### src/rtl/fc_pkg.sv
// Shared definitions for the fully-connected layer chain: default word width,
// default inter-layer FIFO depth and the word type.
package fc_pkg;

    localparam int FC_WORD_SIZE  = 16;
    localparam int FC_FIFO_DEPTH = 8;

    typedef logic [FC_WORD_SIZE-1:0] word_t;

endpackage : fc_pkg

### src/rtl/fc_fifo_mem.sv
// DEPTH x WORD_SIZE register file: one synchronous write port, one
// asynchronous read port, no reset on the storage.
module fc_fifo_mem
    import fc_pkg::*;
#(
    parameter int WORD_SIZE = FC_WORD_SIZE,
    parameter int DEPTH     = FC_FIFO_DEPTH,
    parameter int AW        = $clog2(DEPTH)
) (
    input  logic                 clk,
    input  logic                 we,
    input  logic [AW-1:0]        waddr,
    input  logic [WORD_SIZE-1:0] wdata,
    input  logic [AW-1:0]        raddr,
    output logic [WORD_SIZE-1:0] rdata
);

    logic [WORD_SIZE-1:0] mem_r [DEPTH];

    // Storage write on the rising edge
    always_ff @(posedge clk) begin
        if (we) begin
            mem_r[waddr] <= wdata;
        end
    end

    assign rdata = mem_r[raddr];

endmodule : fc_fifo_mem

### src/rtl/fc_fifo.sv
// First-word-fall-through FIFO between fc_layer stages. Defining
// FC_FIFO_COUNT_EN adds the count_o occupancy output.
module fc_fifo
    import fc_pkg::*;
#(
    parameter int WORD_SIZE = FC_WORD_SIZE,
    parameter int DEPTH     = FC_FIFO_DEPTH,
    localparam int AW       = $clog2(DEPTH)
) (
    input  logic                 clk_i,
    input  logic                 reset_n_i,
    input  logic [WORD_SIZE-1:0] data_i,
    input  logic                 wen_i,
    output logic                 full_o,
    output logic [WORD_SIZE-1:0] data_o,
    input  logic                 ren_i,
    output logic                 empty_o
`ifdef FC_FIFO_COUNT_EN
    ,
    output logic [AW:0]          count_o
`endif
);

    if ((DEPTH < 2) || ((DEPTH & (DEPTH - 1)) != 0)) begin : g_depth_check
        $error("fc_fifo: DEPTH must be a power of two and at least 2");
    end

    // Pointers carry an extra wrap bit so full and empty are distinguishable
    logic [AW:0]          wr_ptr_r;
    logic [AW:0]          rd_ptr_r;
    logic                 empty_s;
    logic                 full_s;
    logic                 wr_acc_s;
    logic                 rd_acc_s;
    logic [WORD_SIZE-1:0] rdata_s;

    assign empty_s  = (wr_ptr_r == rd_ptr_r);
    assign full_s   = (wr_ptr_r[AW-1:0] == rd_ptr_r[AW-1:0]) &&
                      (wr_ptr_r[AW] != rd_ptr_r[AW]);
    assign wr_acc_s = wen_i && !full_s;
    assign rd_acc_s = ren_i && !empty_s;

    // Pointer registers advance on accepted transfers only
    always_ff @(posedge clk_i or negedge reset_n_i) begin
        if (!reset_n_i) begin
            wr_ptr_r <= {(AW+1){1'b0}};
            rd_ptr_r <= {(AW+1){1'b0}};
        end else begin
            if (wr_acc_s) begin
                wr_ptr_r <= wr_ptr_r + (AW+1)'(1);
            end
            if (rd_acc_s) begin
                rd_ptr_r <= rd_ptr_r + (AW+1)'(1);
            end
        end
    end

    fc_fifo_mem #(
        .WORD_SIZE (WORD_SIZE),
        .DEPTH     (DEPTH),
        .AW        (AW)
    ) u_mem (
        .clk   (clk_i),
        .we    (wr_acc_s),
        .waddr (wr_ptr_r[AW-1:0]),
        .wdata (data_i),
        .raddr (rd_ptr_r[AW-1:0]),
        .rdata (rdata_s)
    );

    // Head word is forced to zero when empty so stale or unwritten storage never leaks
    always_comb begin
        data_o = {WORD_SIZE{1'b0}};
        if (empty_s) begin
            data_o = {WORD_SIZE{1'b0}};
        end else begin
            data_o = rdata_s;
        end
    end

    assign empty_o = empty_s;
    assign full_o  = full_s;

`ifdef FC_FIFO_COUNT_EN
    logic [AW:0] count_r;

    // Occupancy tracks the pointer difference, updated on the same edge
    always_ff @(posedge clk_i or negedge reset_n_i) begin
        if (!reset_n_i) begin
            count_r <= {(AW+1){1'b0}};
        end else begin
            case ({wr_acc_s, rd_acc_s})
                2'b10:   count_r <= count_r + (AW+1)'(1);
                2'b01:   count_r <= count_r - (AW+1)'(1);
                default: count_r <= count_r;
            endcase
        end
    end

    assign count_o = count_r;
`endif

endmodule : fc_fifo

### config.mk
export PLATFORM = sky130hd
export DESIGN_NAME = fc_fifo
export DESIGN_NICKNAME = d
export VERILOG_FILES = /design/src/rtl/fc_pkg.sv /design/src/rtl/fc_fifo_mem.sv /design/src/rtl/fc_fifo.sv
export SDC_FILE = /design/constraint.sdc
export NUM_CORES = 1
export LEC_CHECK = 0
export CAP_MARGIN = 20
export CORE_ASPECT_RATIO = 0.5
export CORE_MARGIN = 5
export CORE_UTILIZATION = 58
export DETAILED_ROUTE_END_ITERATION = 10
export GPL_TIMING_DRIVEN = 0
export PLACE_DENSITY = 0.79
export SYNTH_ARGS = -nofsm -noshare
export SYNTH_HDL_FRONTEND = slang
export SYNTH_SLANG_ARGS = --single-unit
### constraint.sdc
create_clock -name clk_i -period 4.1 [get_ports clk_i]
set_input_delay 0.82 -clock clk_i [delete_from_list [all_inputs] [get_ports clk_i]]
set_output_delay 0.82 -clock clk_i [all_outputs]
set_load 0.1 [all_outputs]
======== Word-level counts from Yosys, hierarchy flattened ========
Memory sizes are Yosys's and may differ from the RTL's.
Index checks and enable logic that the tools add are counted.
storage, ports and cells
  memory bits (writable) .................. 128
  register bits after elaboration ......... 8
  memories ................................ 1
  input bits .............................. 20
  output and inout bits ................... 18
  word-level logic and storage cells ...... 16
memory list
  name         depth  width  read ports  clocked after Yosys merged registers in  write ports  RTL line           RTL
  u_mem.mem_r  8      16     1           0                                        1            fc_fifo_mem.sv:18  logic [WORD_SIZE-1:0] mem_r [DEPTH];
cells by class
  muxes and demuxes ....................... 3
  equality and inequality tests ........... 3
  add/subtract/negate cells ............... 2
  reduce and logical (&&, ||, !) cells .... 5
operators by type and width
  kind                 count
  $mux 16              1
  $add 4x1->4 const B  2
  $eq 4x4->1           1
  $eq 3x3->1           1
  $logic_and 1x1->1    3
  $logic_not 1->1      2
  $mux 1               2
  $ne 1x1->1           1

======== Longest topological paths before layout ========
  depth after elaboration ................. 6
  depth in mapped cells ................... 6

======== Hierarchy ========
Synthesis repeated with hierarchy kept, for this count alone.
second synthesis, totals
  cell total of the unflattened synthesis .. 259
  area, all modules ....................... 5607.9 µm²
by module, submodules not included
  module       instances  cells an instance  area each (µm²)
  fc_fifo_mem  1          198                4973.5
  fc_fifo      1          61                 634.4

======== Least setup slack after synthesis ========
Ideal clock, no wire load.
  kind .................................... reg2reg
  start ................................... register wr_ptr_r[0]
  end ..................................... memory u_mem.mem_r[5][0] (netlist name), enable pin
  required time ........................... 3618 ps
  path buffers ............................ 1
  library setup time ...................... 482 ps
  stages on the path, launching flop included .. 5
  arrival time ............................ 3473 ps
  setup slack ............................. 146 ps
  cells stage by stage .................... dfrtp_1 > buf_4 > xor2_2 > nor4_2 > nor3_1
on the way
  word-level cells in the longest chain between the ends .. 6
ends and longest elaborated chain
  element                       RTL line           RTL
  from (decl)                   fc_fifo.sv:29      logic [AW:0] wr_ptr_r;
  from (signal assigned)        fc_fifo.sv:46      wr_ptr_r <= {(AW+1){1'b0}};
  from (signal assigned)        fc_fifo.sv:50      wr_ptr_r <= wr_ptr_r + (AW+1)'(1);
  $eq 3x3->1                    fc_fifo.sv:38      assign full_s = (wr_ptr_r[AW-1:0] == rd_ptr_r[AW-1:0]) &&
  $logic_and 1x1->1             fc_fifo.sv:38
  named net full_o              fc_fifo.sv:14      output logic full_o,
  $logic_not 1->1               fc_fifo.sv:40      assign wr_acc_s = wen_i && !full_s;
  $logic_and 1x1->1             fc_fifo.sv:40
  $mux 1                        fc_fifo_mem.sv:22  if (we) begin
  $mux 1 (not written as such)  fc_fifo_mem.sv:23  mem_r[waddr] <= wdata;
  to (decl)                     fc_fifo_mem.sv:18
The timed path passes the listed nets, and every way through them passes these cells.

======== Worst setup path in the final report ========
  start ................................... register wr_ptr_r[1]
  end ..................................... output port full_o
on the way
  word-level cells in the longest chain between the ends .. 2
ends and longest elaborated chain
  element            RTL line
  $eq 3x3->1         fc_fifo.sv:38
  $logic_and 1x1->1  fc_fifo.sv:38
  to (decl)          fc_fifo.sv:14
No other way between the ends.

==> run summary <==
Status = finished, final reports clean
Initial Utilization = 59.3%
Slowest cell delay on critical path = 1.26 ns
Syn_nets = 344
Inserted Clock Buffers = 17
Avg Cell Area, Syn = 17.4 um^2
Max-slew violations = 0
RSZ-0062 raised after global routing = no
R2R Setup Slk = 1.62 ns
Die ar. = 11,800 um^2
Final setup violation count = 0
Cells after synthesis = 322
FF-to-FF End = u_mem.mem_r[5][0]
Vias in the first global route = 3,302
Core Util, Final = 72.4%
Data arrival, critical path = 3.17 ns
Crit-path cells = buf_2 -> xor2_2 -> nor4_2 -> clkdlybuf4s50_1
Die Y = 79.5 um
Fin cells = 533
DR iter-0 viols = 266
Initial antenna violation count = 0
Residual DRC count = 0
Hold Path Stages = 2
Post-Route WL = 11,700 um
Row cnt = 25
Worst slew pin tran = 1.05 ns
FF-to-FF path depth = 5
R2R Path Start = wr_ptr_r[1]
Die W = 149 um
Crit. End Element = primary output
Post-CTS setup buffers = 0
Placement Cell Area = 6230 um^2
Pin count of the biggest net entering global routing = 17
Crit Path Category = flip-flop to primary output
Distinct cells, synth = 32
Vias per cell = 5.91
First-pass GRT wire length = 18,500 um
Reg area = 4040 um^2
Commonest non-fill, non-tap cell in the layout = edfxtp_1
Design area = 6840 um^2
P&R area growth vs syn = 22.2%
Total GRT Usage = 21.2%
First-pass iteration count of the detailed router = 5
CP max stage cell = clkdlybuf4s50_1
Tcrit/Tclk final = 97.3%
IO Port Bufs = 37
Root buf cell = clkbuf_16
Clk slew on worst S/H paths = 0.06 ns
Total gr overflow = 0
Min Tclk post-route = 3.99 ns
Share of layout cells above drive strength 1 = 18.3%
Type of the worst min-delay path = flip-flop to flip-flop
FF+latch count, synth = 136
Most frequent cells in the layout = edfxtp_1, mux2i_1, a22oi_1
WL/cell = 22.0 um
IO Pins = 38
Hold Path Sink = rd_ptr_r[2]
Required time worst endpoint = 3.28 ns
Synthesized area = 5600 um^2
Slew Limit Headroom = 29.8%
CTS tree = done
Max-cap viol count = 0
Layout fillers = 568
Sequential-to-total area share from yosys stat = 72.2%
Worst Slack Setup Final = 0.110 ns
Max FO, Critical Path = 9
Worst-Skew Late Latency = 0.43 ns
Crit start category = flip-flop
Std-Cell Core Area = 9450 um^2
Antenna Nets Post-Route = 0
Clock Path Buffers = 2
Max Freq = 251 MHz
DR vias = 3,151
YS warnings = 0
Fin. Hold Viols = 0
Clock Skew = 0.0158 ns
Multi-input gate area = 1450 um^2
Hpwl dp = 7440 um
Post-Place Setup Slack = 0.212 ns
Hold Startpoint = rd_ptr_r[2]
CTS Hold Bufs = 0
Routability cong. = 0.791
Clk sink count = 136
Final nets = 407
CTS H-tree lvls = 4
Diodes inserted = 0
Placed insts = 500
worst max path at each step:
stage	startpoint	to	slack [ns]
floorplan	wr_ptr_r[0]	u_mem.mem_r[5][0]	0.15
global placement	wen_i	u_mem.mem_r[4][10]	-0.62
detailed placement	wr_ptr_r[1]	empty_o	0.21
CTS	rd_ptr_r[1]	data_o[5]	0.03
global route	wr_ptr_r[1]	data_o[9]	0.0002
finish	wr_ptr_r[1]	full_o	0.11
flip-flops by register name, summed over array words and instances (netlist names):
signal and count:
rd_ptr_r 4, wr_ptr_r 4, u_mem.mem_r 128
cell type report:
cell class	instances	share of cell area, %
inverters	2	0.110
repair buffers	44	6.53
clock buffers	18	6.27
plain buffers	21	1.87
clock inverters	14	2.41
flip-flops and latches	136	59.1
well taps	135	2.47
multi-input cells	163	21.2
cell families (layout without fill, tap and decap cells):
group           after synthesis  count (layout)  synth area share, %
compound gates               41              41                 6.34
xor+xnor                     12              12                 2.55
buf+inv                      23              99                 2.41
mux                          66              66                 11.8
simple gates                 42              42                 4.22
flops                       136             136                 72.2
fa+ha+maj                     2               2                0.447
through the flow:
stage | setup TNS [ns] | hold slack [ns]
final | 0 | 0.584
after global routing | 0 | 0.592
after CTS | 0 | 0.581
after detailed placement | 0 | 0.572
after global placement | -9.97 | 0.571
after floorplan | 0 | 0.524
what timing repair did:
| item | in CTS | in global routing |
|---|---|---|
| setup endpoints to repair | 10 | 8 |
| resized for setup | 10 | 9 |
| pin swaps | 0 | 0 |
| endpoints found under the hold margin | 0 | 0 |
critical path, delay by kind of cell (launching register included):
kind	cells	cell delay, ns
XOR/XNOR	1	0.22
flip-flops	1	0.37
AND/OR/NAND/NOR	1	0.69
buffers and inverters	2	1.46
routing by layer:
layer / share of wire, % / track usage, %
met5: 0 / 0
met4: 1.0 / 8.68
met3: 6.5 / 5.56
met2: 48 / 34.1
met1: 44 / 27.9
Yosys cell counts:
cell type	count	area (um^2)
dfrtp_1	8	200
xor2_1	3	26.3
xnor2_2	2	32.5
nor2_1	5	18.8
buf_2	8	40.0
a22oi_1	32	240
inv_1	2	7.51
buf_6	2	22.5
clkbuf_1	4	15.0
mux2i_1	64	641
clkbuf_2	1	5.00
edfxtp_1	128	3840
nand2b_1	2	12.5
a41oi_1	2	17.5
o311ai_0	2	17.5
o41ai_4	1	27.5
xor2_2	3	48.8
ha_1	2	25.0
nand2_1	6	22.5
nand3_1	1	5.00
nor3_1	3	15.0
xnor2_1	4	35.0
nor2b_1	3	18.8
buf_4	6	45.0
o41ai_2	2	32.5
a311o_1	2	20.0
nor4_1	1	6.26
and3_1	16	100
mux2_1	2	22.5
and2_1	1	6.26
nor4_2	1	12.5
nand4_1	3	18.8
Power is not shown: default switching activity piles up to over one toggle a cycle in this logic, so the estimate is an artifact.
==> RTL edit, RTL diff (config.mk and constraints unchanged) <==
Build with the macro `FC_FIFO_COUNT_EN` defined.
--- a/src/rtl/fc_fifo.sv
+++ b/src/rtl/fc_fifo.sv
@@ -1,4 +1,6 @@
 // First-word-fall-through FIFO between fc_layer stages. Defining
 // FC_FIFO_COUNT_EN adds the count_o occupancy output.
+`define FC_FIFO_COUNT_EN
+
 module fc_fifo
     import fc_pkg::*;
Formal check against the unedited RTL (old outputs only; new: count_o): equivalent (Yosys induction, for registers that start in step).
==> RTL edit against the unedited design <==
- die area rose by 0.49%
- routed wire length fell by 0.13%
- final cell count down 6.6%
- register-to-register slack lost 0.14 ns
- count of clock-buffer cells in the layout unchanged
- clock skew decreased by 0.0088 ns
- largest cell class unchanged
- synthesized area increased by 0.54%
- final area increased by 2.0%
- fmax grew 1.1%
- sequential cell count rose by 4
- setup slack gained 0.045 ns
Power is left out: the tool's default activity adds up to more than one toggle a clock period on the data nets, which glitch-free logic cannot reach.
==> RTL edit: results (changes against the unedited design) <==
* Biggest area contributors in the synthesized netlist: edfxtp_1 (68%), mux4_2 (13%), dfrtp_1 (5.3%)
* Share of synthesized cell area in full adder, half adder and majority cells at 1.11% (+0.66 points)
* Met3 routed wirelength at 801 um (+4.7%)
* Post-route clock skew at 0.00704 ns (-0.00875 ns)
* Global-route usage over all layers at 22.4% (+1.2 points)
* Crit-path max cell delay at 1.19 ns (-0.07 ns)
* Mux cell area share after synthesis at 16.3% (+4.5 points)
* Number of global-route vias before repair at 3,125 (-5.4%)
* Number of input and output port buffers inserted at 41 (+11%)
* Wire length of the first global-routing pass at 18.7 mm (+1.5%)
* Worst reg2reg path depth at 12 (+7)
* Worst slack on hold paths at 0.476 ns (-0.109 ns)
* Length of routed met2 wiring at 5.72 mm (+0.58%)
* Min-delay src: count_o[3]$_DFFE_PN0P_
* Sequential cell count of the final layout at 140 (+2.9%)
* Count of plain and timing-repair buffers in the layout at 64 (-1.5%)
* Final worst slack at 0.155 ns (+0.0448 ns)
* Worst hold endpoint: count_o[3]$_DFFE_PN0P_
* Worst relative slew slack at 33.6% (+3.8 points)
* Met1 layer usage reported by global route at 30.7% (+2.8 points)
* Area share of xor/xnor cells in the synthesized design at 2.16% (-0.39 points)
* Clock network share of area at 8.93% (+0.25 points)
* Count of placed standard cells including taps at 466 (-6.8%)
* Synth Area in Compound Gates at 0.689% (-5.7 points)
* Ys async rst share at 8.57% (+2.7 points)
* Sequential fraction of the synthesis area at 73.6% (+1.4 points)
* Post-route insts no fill at 498 (-6.6%)
* Post-DP Area at 6350 um^2 (+2.0%)
* Outcome: finished, final reports clean
* Layout fillers at 536 (-5.6%)
* NonClk Buf Share at 8.86% (+0.47 points)
* Pre-CTS setup slack at 0.373 ns (+0.160 ns)
* Net Count, Synth at 306 (-11%)
* Wire length the detailed router placed on met1 at 4.97 mm (-3.7%)
* DR iter-0 viols at 244 (-8.3%)
* R2r endpoint: count_o[2]$_DFFE_PN0P_
* Area added between synthesis and finish at 23.9%
## RTL edit: changes by cell type after synthesis, sizes merged, moves of 4 or more
cell,delta
mux2i,-48
a22oi,-32
mux4,+32
nor2,+19
and3,-15
buf,-4
dfrtp,+4
## RTL edit: worst max path at each step
stage / to / depth (start not counted)
floorplan: data_o[10] / 6
detailed placement: data_o[8] / 6
global route: empty_o / 6
CTS: data_o[14] / 6
global placement: u_mem.mem_r[2][8]$_DFFE_PP_ / 3
finish: empty_o / 6
## RTL edit: repair_timing
| item | 4_1_cts | 5_1_grt |
|---|---|---|
| resized for setup | 11 | 5 |
| endpoints found under the hold margin | 0 | 0 |
| endpoints found under the setup margin | 11 | 5 |
## RTL edit: logic make-up after synthesis
group | after synthesis
xor+xnor | 13
flops | 140
mux | 51
compound gates | 6
buf+inv | 16
simple gates | 50
fa+ha+maj | 5
